--- config.mk ---
export PLATFORM = sky130hd
export DESIGN_NAME = serial_frame_tx_flat
export DESIGN_NICKNAME = d
export VERILOG_FILES = /design/src/rtl/serial_frame_tx_if.sv /design/src/rtl/serial_frame_tx.sv /design/src/flat_wrapper.sv
export SDC_FILE = /design/constraint.sdc
export NUM_CORES = 1
export LEC_CHECK = 0
export ABC_AREA = 1
export BUFFER_PORTS_ARGS = -buffer_cell sky130_fd_sc_hd__buf_2
export CAP_MARGIN = 20
export CELL_PAD_IN_SITES_DETAIL_PLACEMENT = 0
export CELL_PAD_IN_SITES_GLOBAL_PLACEMENT = 1
export CORE_UTILIZATION = 36
export CTS_CLUSTER_DIAMETER = 150
export DETAILED_ROUTE_END_ITERATION = 10
export PLACE_DENSITY = 0.84
export SYNTH_ARGS = -nofsm -noshare
export SYNTH_HDL_FRONTEND = slang
export SYNTH_SLANG_ARGS = --single-unit
--- constraint.sdc ---
create_clock -name clk -period 1.6 [get_ports clk]
set_input_delay 0.08 -clock clk [delete_from_list [all_inputs] [get_ports clk]]
set_output_delay 0.08 -clock clk [all_outputs]
set_load 0.02 [all_outputs]
--- src/rtl/serial_frame_tx_if.sv ---
// Handshake and serial-output bundle for serial_frame_tx.
// The master side supplies words. The slave side (the transmitter) drives the serial bit stream.
interface serial_frame_tx_if #(
   parameter int unsigned WIDTH = 8
);
   logic [WIDTH-1:0] data_in;
   logic             load;
   logic             ready;
   logic             out;
   logic             out_valid;
   logic             done;

   modport master (
      output data_in, load,
      input  ready, out, out_valid, done
   );

   modport slave (
      input  data_in, load,
      output ready, out, out_valid, done
   );
endinterface

--- src/rtl/serial_frame_tx.sv ---
// Serial frame transmitter. Each frame is a 4-bit preamble sent bit 3 first,
// followed by the data word sent MSB first. A word can be accepted on the last
// data bit, so back-to-back frames have no idle gap.
module serial_frame_tx #(
   parameter int unsigned WIDTH    = 8,
   parameter logic [3:0]  PREAMBLE = 4'b1101
) (
   input  logic            clk,
   input  logic            reset,
   serial_frame_tx_if.slave bus
);

   // The counter must hold both 3 (preamble) and WIDTH-1 (data).
   localparam int unsigned CW = (WIDTH > 4) ? $clog2(WIDTH) : 2;

   typedef enum logic [1:0] {IDLE, PRE, DATA} state_t;

   state_t           state_q, state_d;
   logic [CW-1:0]    cnt_q, cnt_d;
   logic [WIDTH-1:0] shreg_q, shreg_d;
   logic             out_q, out_d;
   logic             vld_q, vld_d;
   logic             done_q, done_d;
   logic             ready;
   logic             accept;

   assign ready  = (state_q == IDLE) || ((state_q == DATA) && (cnt_q == '0));
   assign accept = bus.load && ready;

   assign bus.ready     = ready;
   assign bus.out       = out_q;
   assign bus.out_valid = vld_q;
   assign bus.done      = done_q;

   // Next-state logic. Outputs are derived from the next state so that the
   // registered bit matches the state during the cycle that follows.
   always_comb begin
      state_d = state_q;
      cnt_d   = cnt_q;
      shreg_d = shreg_q;
      done_d  = 1'b0;
      case (state_q)
         IDLE: begin
            if (accept) begin
               state_d = PRE;
               cnt_d   = CW'(3);
               shreg_d = bus.data_in;
            end
         end
         PRE: begin
            if (cnt_q == '0) begin
               state_d = DATA;
               cnt_d   = CW'(WIDTH - 1);
            end else begin
               cnt_d = cnt_q - CW'(1);
            end
         end
         DATA: begin
            if (cnt_q == '0) begin
               done_d = 1'b1;
               if (accept) begin
                  state_d = PRE;
                  cnt_d   = CW'(3);
                  shreg_d = bus.data_in;
               end else begin
                  state_d = IDLE;
                  shreg_d = shreg_q << 1;
               end
            end else begin
               cnt_d   = cnt_q - CW'(1);
               shreg_d = shreg_q << 1;
            end
         end
         default: state_d = IDLE;
      endcase

      out_d = 1'b0;
      vld_d = 1'b0;
      case (state_d)
         PRE: begin
            out_d = PREAMBLE[cnt_d[1:0]];
            vld_d = 1'b1;
         end
         DATA: begin
            out_d = shreg_d[WIDTH-1];
            vld_d = 1'b1;
         end
         default: begin
            out_d = 1'b0;
            vld_d = 1'b0;
         end
      endcase
   end

   // State, counter, shift register and registered outputs; reset aborts any frame.
   always_ff @(posedge clk or negedge reset) begin
      if (!reset) begin
         state_q <= IDLE;
         cnt_q   <= '0;
         shreg_q <= '0;
         out_q   <= 1'b0;
         vld_q   <= 1'b0;
         done_q  <= 1'b0;
      end else begin
         state_q <= state_d;
         cnt_q   <= cnt_d;
         shreg_q <= shreg_d;
         out_q   <= out_d;
         vld_q   <= vld_d;
         done_q  <= done_d;
      end
   end

endmodule

--- src/flat_wrapper.sv ---
// flat-port wrapper written by rule: the top's interface ports become plain ports
module serial_frame_tx_flat 
#(
   parameter int unsigned WIDTH    = 8,
   parameter logic [3:0]  PREAMBLE = 4'b1101
)
  (clk, reset, bus_data_in, bus_load, bus_ready, bus_out, bus_out_valid, bus_done);
  serial_frame_tx_if #(.WIDTH(WIDTH)) bus_i ();
  input  logic clk;
  input  logic reset;
  input wire logic [$bits(bus_i.data_in)-1:0] bus_data_in;
  input wire logic [$bits(bus_i.load)-1:0] bus_load;
  output wire logic [$bits(bus_i.ready)-1:0] bus_ready;
  output wire logic [$bits(bus_i.out)-1:0] bus_out;
  output wire logic [$bits(bus_i.out_valid)-1:0] bus_out_valid;
  output wire logic [$bits(bus_i.done)-1:0] bus_done;
  assign bus_i.data_in = bus_data_in;
  assign bus_i.load = bus_load;
  assign bus_ready = bus_i.ready;
  assign bus_out = bus_i.out;
  assign bus_out_valid = bus_i.out_valid;
  assign bus_done = bus_i.done;
  serial_frame_tx #(.WIDTH(WIDTH), .PREAMBLE(PREAMBLE)) u_core (.clk(clk), .reset(reset), .bus(bus_i));
endmodule
=== Word-level counts from Yosys, hierarchy flattened ===
Cells that the tools add are included.

* Flip-flop bits (word level): 16
* Input bits: 11
* Output and inout bits: 4
* Word-level logic and storage cells: 43

* $add $sub $neg: 1
* Magnitude comparators: 1
* Equal/unequal tests: 5
* Muxes and demuxes: 19
* Reductions and logical operators: 9

{| class="wikitable"
|+ Operators by type and width
! kind !! number
|-
| 2-to-1 mux 8 bit || 3
|-
| one-hot mux 8 bit (2 select lines) || 1
|-
| 2-to-1 mux 3 bit || 3
|-
| one-hot mux 3 bit (3 select lines) || 1
|-
| 2-to-1 mux 2 bit || 3
|-
| one-hot mux 2 bit (3 select lines) || 1
|-
| 2-to-1 mux 1 bit || 5
|-
| equality test 2 x 1 -> 1 bit (second input constant) || 2
|-
| equality test 2 bit (second input constant) || 2
|-
| zero test 3 bit || 1
|-
| < comparator 2 x 3 -> 1 bit (second input constant) || 1
|-
| nonzero test 3 bit || 1
|-
| subtractor 3 x 1 -> 3 bit (second input constant) || 1
|-
| binary-select mux 1 bit (select 2 bit) || 1
|-
| logical AND 1 bit || 2
|-
| zero test 2 bit || 1
|-
| inequality test 2 x 1 -> 1 bit (second input constant) || 1
|-
| one-hot mux 1 bit (2 select lines) || 1
|-
| AND reduction 2 bit || 1
|-
| nonzero test 2 bit || 1
|-
| OR reduction 2 bit || 1
|-
| logical OR 1 bit || 1
|}

=== Logic depth before layout (Yosys ltp) ===
Gate-level depths: netlist (run 1).

* Word-level depth: 10
* Mapped depth: 11
* Mapped depth without buffers: 11

=== Worst setup path after synthesis (run 1) ===
OpenSTA, ideal clock, no wires.

* Kind: register to register
* Start point: register u_core.cnt_q[0]
* End point: register u_core.out_q, in the netlist u_core.bus.out
* Library setup time: 0.118 ns
* Arrival time: 1.601 ns
* Data required time: 1.482 ns
* Setup slack: -0.119 ns
* Stages on the path, launching flop included: 11
* Buffers on the path: 0
* Clock period less this slack: 1.719 ns
* Cell sequence: dfrtp_1 > inv_1 > ha_1 > ha_1 > nand3_4 > nand2_1 > a21oi_1 > inv_1 > ha_1 > nand2_1 > a21oi_2

* Elaborated cells on any way between the ends: 23
* Those cells by class: add/sub: 1; eq/ne: 2; mux: 16; reduce/logical: 4

{| class="wikitable"
|+ RTL lines
! item !! line !! text
|-
| start: declaration || serial_frame_tx.sv:19 || <nowiki>logic [CW-1:0] cnt_q, cnt_d;</nowiki>
|-
| start signal: assignment || serial_frame_tx.sv:106 || <nowiki>cnt_q <= cnt_d;</nowiki>
|-
| zero test 3 bit * || serial_frame_tx.sv:27, serial_frame_tx.sv:51, serial_frame_tx.sv:59 ||
|-
| logical AND 1 bit || serial_frame_tx.sv:27 || <nowiki>assign ready = (state_q == IDLE) || ((state_q == DATA) && (cnt_q == '0));</nowiki>
|-
| logical OR 1 bit || serial_frame_tx.sv:27 ||
|-
| logical AND 1 bit || serial_frame_tx.sv:28 || <nowiki>assign accept = bus.load && ready;</nowiki>
|-
| 2-to-1 mux 1 bit || serial_frame_tx.sv:61 || <nowiki>if (accept) begin</nowiki>
|-
| 2-to-1 mux 2 bit || serial_frame_tx.sv:59 || <nowiki>if (cnt_q == '0) begin</nowiki>
|-
| one-hot mux 2 bit (3 select lines) * || serial_frame_tx.sv:42 || <nowiki>case (state_q)</nowiki>
|-
| named net u_core.state_d[0] || serial_frame_tx.sv:18 || <nowiki>state_t state_q, state_d;</nowiki>
|-
| equality test 2 bit / equality test 2 x 1 -> 1 bit (equally long branches) || serial_frame_tx.sv:79 || <nowiki>case (state_d)</nowiki>
|-
| one-hot mux 1 bit (2 select lines) * || serial_frame_tx.sv:79 ||
|-
| named net u_core.out_d || serial_frame_tx.sv:21 || <nowiki>logic out_q, out_d;</nowiki>
|-
| end signal: assignment || serial_frame_tx.sv:108 || <nowiki>out_q <= out_d;</nowiki>
|-
| end: declaration || serial_frame_tx.sv:21 ||
|}

The timed path passes the listed nets; every way through them passes the cells marked *. The select of a mux whose other input is x is not followed.
A chain may end at the register's enable or synchronous reset.

=== Final worst setup path (run 1) ===
* Start point: register u_core.cnt_q[0]
* End point: register u_core.out_q, in the netlist u_core.bus.out

* Longest elaborated chain between the ends: 10
* Elaborated cells on any way between the ends: 23
* Those cells by class: add/sub: 1; eq/ne: 2; mux: 16; reduce/logical: 4

{| class="wikitable"
|+ Ends and longest elaborated chain
! item !! line !! text
|-
| zero test 3 bit || serial_frame_tx.sv:27, serial_frame_tx.sv:51, serial_frame_tx.sv:59 ||
|-
| logical AND 1 bit || serial_frame_tx.sv:27 ||
|-
| logical OR 1 bit || serial_frame_tx.sv:27 ||
|-
| logical AND 1 bit || serial_frame_tx.sv:28 ||
|-
| 2-to-1 mux 3 bit || serial_frame_tx.sv:44, serial_frame_tx.sv:61 ||
|-
| 2-to-1 mux 3 bit || serial_frame_tx.sv:59 ||
|-
| one-hot mux 3 bit (3 select lines) || serial_frame_tx.sv:42 ||
|-
| binary-select mux 1 bit (select 2 bit) || serial_frame_tx.sv:81 || <nowiki>out_d = PREAMBLE[cnt_d[1:0]];</nowiki>
|-
| 2-to-1 mux 1 bit (not written as such) || serial_frame_tx.sv:81 ||
|-
| one-hot mux 1 bit (2 select lines) * || serial_frame_tx.sv:79 ||
|-
| named net u_core.out_d || serial_frame_tx.sv:21 ||
|}

Marked as above.

==> results.yml, run 1 <==
setup_path:
  path_class: "flip-flop to flip-flop"
  cp.depth: 10
  worst_path_dominant_cell_family: "adder cells"
  timing.critical_path.from_type: "flip-flop"
  crit_path_frequent_cell: "nand2_1"
  cp_data_required_time_ns: 1.83
  reg2regPathDepth: 10
  end_kind: "flip-flop"
  crit_path_max_incr_delay_ns: 0.35
  rrSetupSlack_ns: -0.004
  cp.arrival_ns: 1.83
  critPathMaxFanout: 6
  critPathBufInv: 2
  path_cells: "inv_1 -> ha_2 -> ha_4 -> inv_6 -> nor3_1 -> o21ai_0 -> nand2_2 -> nand2_1 -> nand2_1 -> a21oi_2"
  worst_path_max_delay_cell: "dfrtp_1"
clocking:
  cts.clk_slew.worst_paths_ns: 0.10
  clk_latency_ns: 0.29
  cts_tree: "yes"
  clockBufferDepth: 2
  numCtsBuffers: 3
  root_buffer: "clkbuf_4"
  clock_sinks: 16
  cts_max_level: 1
logic_synthesis:
  yosysTopAreaCell: "dfrtp_1"
  syn-cell-area_um2: 897
  syn-num-nets: 124
  yosys_warnings: 0
  yosys.area_share.simple: 0.271
  synth_xor_area_frac: 0
  synthAdderAreaFrac: 0.0558
  synth_top_family_by_area: "simple AND/OR/NAND/NOR gates"
  synth-edff-count: 0
  synth.avg_cell_area_um2: 8.23
  synthTopCellsByCount: "nand2_1, inv_1, dfrtp_1"
  synth_compound_area_frac: 0.139
  synthCells: 109
  netlist.area_leader.share: 0.446
  synth_most_common_cell: "nand2_1"
  synth-seq-cells: 16
  async_flop_share: 1.00
  ys_seq_area_frac: 0.446
  yosys_most_used_dff: "dfrtp_1"
  synth.area.mux_share: 0
  synth.distinct_cells: 24
  synthTopCellsByArea: "dfrtp_1, nand2_1, inv_1"
global_route:
  grt_max_degree: 17
  grt-ovfl-total: 0
  grt.busiest_layer: "met2"
  met3_usage: 0.0292
  grt_pass1_wl_um: 3280
  use_met2: 0.274
  antenna_found_initial: 0
  grt_use_total: 0.164
  grt_use_met1: 0.204
  grt_pass1_vias: 813
timing:
  worst_slew_pin_slew_ns: 0.355
  setup_viol: 1
  timing.fmax_mhz: 623
  finalHoldViolations: 0
  period_minus_slack_ns: 1.60
  slew_headroom: 0.763
  maxSlewViolCount: 0
  totalNegativeSetupSlack_ns: -0.00425
  rsz0062_at_grt: "true"
  worst_slack_ns: -0.00425
  period_share: 1.00
  clock_skew_ns: 0.00259
die:
  die_h_um: 51.9
  rows: 17
  core_mm2: 0.00228
  start_util: 0.394
  ioPinCount: 15
  fp.dieW_um: 51.9
  dieArea_mm2: 0.00270
pwr:
  finalPower_w: 0.00232
  p_leak_nw: 0.589
  max-vdd-ir-drop_mv: 0.985
  powerDensity_mw_per_mm2: 1990
outcome:
  status: "complete, but fails checks"
  violations: "setup timing"
placed_design:
  hpwl_um: 1400
  postPlaceCellArea_mm2: 0.00106
  io_buffers: 14
  gp_congestion: 0.781
routing:
  num_vias: 780
  routed_wl_um: 1840
  drtIter0Drc: 7
  avgViaCountPerCell: 4.79
  drtPass1Iterations: 4
  drc: 0
  postRouteAntennaNets: 0
  wl_per_cell_um: 11.3
layout:
  drive_above_1_share: 0.378
  stdcell_area_mm2: 0.00117
  nets: 151
  num-fill-cells: 212
  fin_util: 0.512
  syn_to_final_growth_pct: 30.0
  diodes: 0
min_path:
  hold_path_depth: 3
  holdCritPathClass: "primary input to flip-flop"
job:
  max_cap_viol_count: 0
[metal layers]
metal	wire length, um	vias up
li1	-	401
met1	833	362
met2	903	15
met3	78	2
met4	19	0
met5	0	-
[worst min-delay path, delay by kind of cell]
kind	cells	cell delay, ns
simple gates	2	0.10
buf+inv	1	0.09
[placed cells by master (no fill, tap or decap), types with 2 or more instances in the layout]
cell / count
nor2_4: 3
clkbuf_4: 3
a31oi_1: 2
inv_2: 4
o21ai_2: 2
dfrtp_1: 16
buf_2: 14
a21oi_2: 2
nand2_4: 2
buf_4: 6
nor2_1: 8
o21ai_1: 2
nand3_1: 2
ha_2: 3
inv_1: 16
nand2_2: 3
nand2_1: 22
o211ai_1: 4
o21ai_0: 6
a21oi_1: 2
[sequential cells by signal (all words and copies together) (netlist names)]
signal and flops:
u_core.bus.done 1, u_core.state_q 2, u_core.bus.out_valid 1, u_core.bus.out 1, u_core.shreg_q 8, u_core.cnt_q 3
[final timing paths]
kind | endpoint | start
min | u_core.shreg_q[2] | bus_data_in[2]
max reg2reg | u_core.bus.out | u_core.cnt_q[0]
max in group asynchronous | u_core.cnt_q[2] | reset
max | u_core.bus.out | u_core.cnt_q[0]
min in group asynchronous | u_core.cnt_q[0] | reset
min reg2reg | u_core.shreg_q[2] | u_core.shreg_q[2]
[cell families after synthesis]
| kind of cell | count (synthesis) |
|---|---|
| simple gates | 47 |
| fa+ha+maj | 4 |
| buf+inv | 21 |
| flops | 16 |
| compound gates | 21 |
[through the flow]
stage / instances / worst slack, ns / hold slack, ns
floorplan: 109 / 0.00234 / -0.216
global placement: 157 / -0.00921 / 0.0140
detailed placement: 157 / -0.102 / 0.0182
CTS: 162 / -0.0292 / 0.00163
global route: 163 / -0.0822 / 0.0359
finish: 163 / -0.00425 / 0.00992
[repair_timing]
item / CTS / global route
cloned: 0 / 0
pin swaps: 0 / 8
buffers inserted: 0 / 1
gates resized for setup: 3 / 14
hold endpoints to repair: 16 / 0
setup endpoints to repair: 3 / 9
hold buffers: 1 / 0
[power breakdown]
part	internal, W	total [W]	switching, W
Clock	0.000139	0.000275	0.000137
Sequential	0.000597	0.000696	0.0000990
Combinational	0.000559	0.00135	0.000792
Total	0.00129	0.00232	0.00103
[final cells by class]
cell class	count	area, um2	area share
clock buffer	4	36.3	0.0311
inverter	21	83.8	0.0719
tap	28	35.0	0.0300
timing repair buffer	22	136	0.117
sequential	16	400	0.343
multi-input combinational	72	474	0.407
No activity file was read; power rests on OpenSTA's default activity.
==> run 2: changes to the inputs <==
- ABC_AREA: 1 -> not set
- PLACE_DENSITY: 0.84 -> 0.83
==> run 2 against run 1 <==
  * The run still ends with setup timing left
  * Fmax down 11%
  * Design area up 4.3%
  * Flip-flop and latch count unchanged
  * Combinational power up 19%
  * Total power up 13%
  * Register-to-register slack worse by 0.20 ns
  * Wire length up 15%
  * Clock skew down 0.0015 ns
  * Via count up 4.5%
  * Critical path depth up 1
  * Cell count down 4.3%
==> results.yml, run 2 <==
logic_synthesis:
  ys_seq_area_frac: 0.452
  async_flop_share: 1.00
  yosysTopAreaCell: "dfrtp_1"
  yosys_warnings: 0
  syn-cell-area_um2: 886
  synth_most_common_cell: "dfrtp_1"
  yosys_most_used_dff: "dfrtp_1"
  synth-seq-cells: 16
  syn-num-nets: 113
  synth.distinct_cells: 31
  synthCells: 98
  synth-edff-count: 0
  netlist.area_leader.share: 0.452
  synthTopCellsByArea: "dfrtp_1, ha_1, o21ai_0"
  synthTopCellsByCount: "dfrtp_1, inv_1, nand2_1"
  synth.avg_cell_area_um2: 9.04
timing:
  timing.fmax_mhz: 553
  period_share: 1.13
  worst_slew_pin_slew_ns: 0.382
  worst_slack_ns: -0.207
  rsz0062_at_grt: "true"
  period_minus_slack_ns: 1.81
  finalHoldViolations: 0
  clock_skew_ns: 0.00112
  maxSlewViolCount: 0
  setup_viol: 2
  slew_headroom: 0.745
layout:
  layout_common_cells: "dfrtp_1, buf_2, buf_4"
  largest-register: "u_core.shreg_q"
  layout_commonest_cell: "dfrtp_1"
  drive_above_1_share: 0.422
  num-fill-cells: 213
  nets: 144
  diodes: 0
  reg.largest.list: "u_core.shreg_q x8, u_core.cnt_q x3, u_core.state_q x2"
  stdcell_area_mm2: 0.00122
  largest_reg_flops: 8
  syn_to_final_growth_pct: 37.3
setup_path:
  cp.arrival_ns: 2.00
  path_class: "flip-flop to flip-flop"
  end_kind: "flip-flop"
  critPathMaxFanout: 6
  cp_data_required_time_ns: 1.79
  timing.critical_path.from_type: "flip-flop"
placed_design:
  gp_congestion: 0.796
  hpwl_um: 1540
  io_buffers: 14
  pre_cts_ws_ns: -0.248
  postPlaceCellArea_mm2: 0.00108
routing:
  drtIter0Drc: 26
  routed_wl_um: 2120
  drtPass1Iterations: 4
  num_vias: 815
  wl_per_cell_um: 13.6
  drc: 0
  postRouteAntennaNets: 0
  avgViaCountPerCell: 5.22
clocking:
  numCtsBuffers: 3
  root_buffer: "clkbuf_4"
  clockBufferDepth: 2
  cts_tree: "yes"
  clock_sinks: 16
  cts_max_level: 1
  clk_latency_ns: 0.29
  cts.clk_slew.worst_paths_ns: 0.10
die:
  rows: 17
  fp.dieW_um: 51.6
  core_mm2: 0.00228
  start_util: 0.389
  die_h_um: 51.6
  dieArea_mm2: 0.00266
  ioPinCount: 15
pwr:
  powerDensity_mw_per_mm2: 2160
  p_leak_nw: 0.569
  max-vdd-ir-drop_mv: 1.71
global_route:
  grt_pass1_wl_um: 3410
  grt_max_degree: 17
  grt_use_total: 0.179
  grt-ovfl-total: 0
  grt_pass1_vias: 756
  antenna_found_initial: 0
min_path:
  holdCritPathClass: "primary input to flip-flop"
job:
  max_cap_viol_count: 0
outcome:
  status: "complete, but fails checks"
  violations: "setup timing"
==> run 2: changes by cell type after synthesis, moves of 3 or more <==
cell / previous run / this run
o22ai_1: 0 / 3
nand2_1: 24 / 10
o211ai_1: 4 / 0
inv_1: 18 / 10
buf_2: 0 / 3
==> run 2: timing repair <==
item                                    in CTS  in global routing
endpoints found under the setup margin       7                  8
hold buffers                                 1                  0
gates cloned                                 0                  0
gates resized for setup                     12                 13
hold endpoints to repair                    16                  0
setup buffers                                5                  1
pin swaps                                    5                  3
==> run 2: logic make-up after synthesis <==
kind of cell,count (synthesis),synth area share
AOI/OAI and AO/OA,33,0.257
DFF,16,0.452
and+or+nand+nor,28,0.140
buffers and inverters,16,0.0847
adders and majority gates,4,0.0565
xor gates and xnor gates,1,0.00989
==> run 2: power by group <==
part           switching, W  internal [W]
Sequential         0.000142      0.000597
Combinational      0.000780      0.000830
Clock              0.000135      0.000139
Total               0.00106       0.00157
==> run 2: through the flow <==
step	hold WS, ns	total power, W	utilization	instances	TNS [ns]
4_1_cts	0.0639	0.00257	0.521	157	-0.389
2_1_floorplan	-0.216	0.00163	-	98	-0.143
5_1_grt	0.0566	0.00283	0.534	156	-0.550
3_3_place_gp	0.0209	0.00203	0.473	148	-0.215
3_5_place_dp	0.0219	0.00207	0.473	148	-0.384
6_report	0.0511	0.00262	0.534	156	-0.337
==> run 2: worst paths after layout <==
check / from / endpoint / slack (ns) / depth (start not counted)
max reg2reg: u_core.cnt_q[0] / u_core.bus.out / -0.21 / 11
min reg2reg: u_core.shreg_q[4] / u_core.shreg_q[4] / 0.51 / 2
max in group asynchronous: reset / u_core.shreg_q[0] / 1.10 / 2
min in group asynchronous: reset / u_core.cnt_q[2] / 0.23 / 2
max: u_core.cnt_q[0] / u_core.bus.out / -0.21 / 11
min: bus_data_in[1] / u_core.shreg_q[1] / 0.05 / 3
==> run 2: critical path, stage by stage (launching register included) <==
cell and delay [ns]:
dfrtp_1 0.39, inv_2 0.08, ha_4 0.14, ha_4 0.17, inv_4 0.06, nand3_2 0.06
o21a_1 0.13, inv_1 0.06, ha_1 0.28, inv_2 0.04, o211a_1 0.10, a31o_1 0.18
==> run 2: final cells by class <==
class | count | area, um2 | share of cell area
Tap cell | 28 | 35.0 | 0.0288
Clock buffer | 4 | 36.3 | 0.0298
Timing Repair Buffer | 31 | 218 | 0.179
Sequential cell | 16 | 400 | 0.329
Multi-Input combinational cell | 66 | 483 | 0.397
Inverter | 11 | 43.8 | 0.0360
==> run 2: per-layer routing <==
metal | global-route usage | vias to the layer above | wire length, um
met5 | 0 | - | 0
li1 | - | 405 | -
met2 | 0.281 | 20 | 1030
met3 | 0.0643 | 2 | 111
met4 | 0.0541 | 0 | 17
met1 | 0.228 | 388 | 962
==> run 3: changes to the inputs <==
- CORE_UTILIZATION: 36 -> 40
- PLACE_DENSITY: 0.83 -> 0.87
- clock period: 1.6 -> 2.2 ns (I/O delays scaled with it)
==> run 3 against run 2 <==
  * The run now ends clean
  * Non-clock buffer count fell by 14
  * Die area decreased by 9.6%
  * Clock power down 30%
  * Critical endpoint unchanged
  * Largest cell class unchanged
  * Largest power group unchanged
  * Highest routed layer is now met3
==> results.yml, run 3 (synthesized netlist as in run 2, its figures left out) <==
global_route:
  grt-ovfl-total: 0
  grt_pass1_vias: 733
  antenna_found_initial: 0
  grt_use_total: 0.181
  grt_max_degree: 18
  grt_pass1_wl_um: 3280
routing:
  drtPass1Iterations: 4
  routed_wl_um: 1830
  num_vias: 748
  avgViaCountPerCell: 5.30
  drc: 0
  drtIter0Drc: 17
  wl_per_cell_um: 13.0
  postRouteAntennaNets: 0
timing:
  totalNegativeSetupSlack_ns: 0
  clock_skew_ns: 0.00104
  finalHoldViolations: 0
  worst_slew_pin_slew_ns: 0.504
  timing.fmax_mhz: 517
  rsz0062_at_grt: "false"
  period_share: 0.879
  period_minus_slack_ns: 1.93
  slew_headroom: 0.664
  setup_viol: 0
  hold_slack_ns: 0.110
  worst_slack_ns: 0.266
  maxSlewViolCount: 0
clocking:
  cts_resized: 0
  clock_sinks: 16
  cts.clk_slew.worst_paths_ns: 0.09
  clk_latency_ns: 0.29
  postCtsHoldBufs: 1
  cts_setup_buffers: 0
  clockBufferDepth: 2
  cts_max_level: 1
  root_buffer: "clkbuf_4"
  cts_tree: "yes"
  numCtsBuffers: 3
setup_path:
  worst_path_dominant_cell_family: "compound AO/OA/AOI/OAI gates"
  path_cells: "inv_1 -> ha_1 -> ha_1 -> buf_4 -> and2b_1 -> o21ai_0 -> a21boi_2 -> o211a_1 -> a31o_1"
  reg2regPathDepth: 9
  crit_path_frequent_cell: "ha_1"
  timing.critical_path.from_type: "flip-flop"
  path_class: "flip-flop to flip-flop"
  end_kind: "flip-flop"
  reg2reg_to: "u_core.bus.out"
  worst_path_max_delay_cell: "dfrtp_1"
  cp_data_required_time_ns: 2.38
  rrSetupSlack_ns: 0.27
  r2r-start: "u_core.cnt_q[0]"
  critPathBufInv: 2
  crit_path_max_incr_delay_ns: 0.35
  cp.arrival_ns: 2.12
  critPathMaxFanout: 6
layout:
  syn_to_final_growth_pct: 14.8
  largest-register: "u_core.shreg_q"
  largest_reg_flops: 8
  layout_commonest_cell: "dfrtp_1"
  nets: 130
  diodes: 0
  layout_common_cells: "dfrtp_1, buf_2, inv_1, nand2_1, nor2_1"
  reg.largest.list: "u_core.shreg_q x8, u_core.cnt_q x3, u_core.state_q x2"
  drive_above_1_share: 0.219
  fin_util: 0.503
  stdcell_area_mm2: 0.00102
die:
  die_h_um: 49.1
  core_mm2: 0.00202
  fp.dieW_um: 49.1
  dieArea_mm2: 0.00241
  ioPinCount: 15
  rows: 16
  start_util: 0.438
min_path:
  holdCritPathClass: "primary input to flip-flop"
  hold_path_depth: 3
  hold_start: "bus_data_in[1]"
  hold_end: "u_core.shreg_q[1]"
pwr:
  p_leak_nw: 0.489
  max-vdd-ir-drop_mv: 0.775
  powerDensity_mw_per_mm2: 1480
outcome:
  status: "completed"
placed_design:
  postPlaceCellArea_um2: 971
  io_buffers: 14
  gp_congestion: 0.853
  hpwl_um: 1370
  pre_cts_ws_ns: 0.260
job:
  max_cap_viol_count: 0
run 3: changes by cell type in the layout (fill, tap and decap cells not counted), sizes merged:
cell / previous run / this run
buf: 30 / 16
run 3: power breakdown:
group | switching [W] | internal (W)
combinational | 0.000423 | 0.000338
clock | 0.0000900 | 0.000101
sequential | 0.000122 | 0.000433
run 3: worst min-delay path, delay by kind of cell:
kind                   cells  cell delay [ns]
buffers and inverters      1             0.08
AOI/OAI and AO/OA          2             0.17
run 3: per-layer routing:
metal	vias to the layer above	GRT usage	routed length, um	part of all wire
met5	-	0	0	0
met4	0	0.0441	0	0
met3	0	0.0592	94	0.051
met2	17	0.285	829	0.45
met1	358	0.237	905	0.49
li1	373	-	-	-
run 3: worst max-delay path by stage:
stage,cells past startpoint,slack [ns],start,to
global route,11,0.12,u_core.cnt_q[0],u_core.bus.out
finish,9,0.27,u_core.cnt_q[0],u_core.bus.out
detailed placement,9,0.26,u_core.cnt_q[0],u_core.bus.out
floorplan,11,0.34,u_core.cnt_q[0],u_core.bus.out
CTS,9,0.25,u_core.cnt_q[0],u_core.bus.out
global placement,10,0.29,u_core.cnt_q[0],u_core.bus.out
run 3: through the flow:
step	std cells	power (W)
after floorplan	98	0.00115
after global placement	136	0.00131
after detailed placement	136	0.00133
after CTS	141	0.00153
after global routing	141	0.00166
final	141	0.00151
run 3: cell type report:
| cell class | instances | area [um2] |
|---|---|---|
| fillers | 198 | 1000 |
| multi-input cells | 66 | 410 |
| flip-flops and latches | 16 | 400 |
| repair buffers | 17 | 95.1 |
| inverters | 11 | 41.3 |
| clock buffers | 4 | 36.3 |
| well taps | 27 | 33.8 |
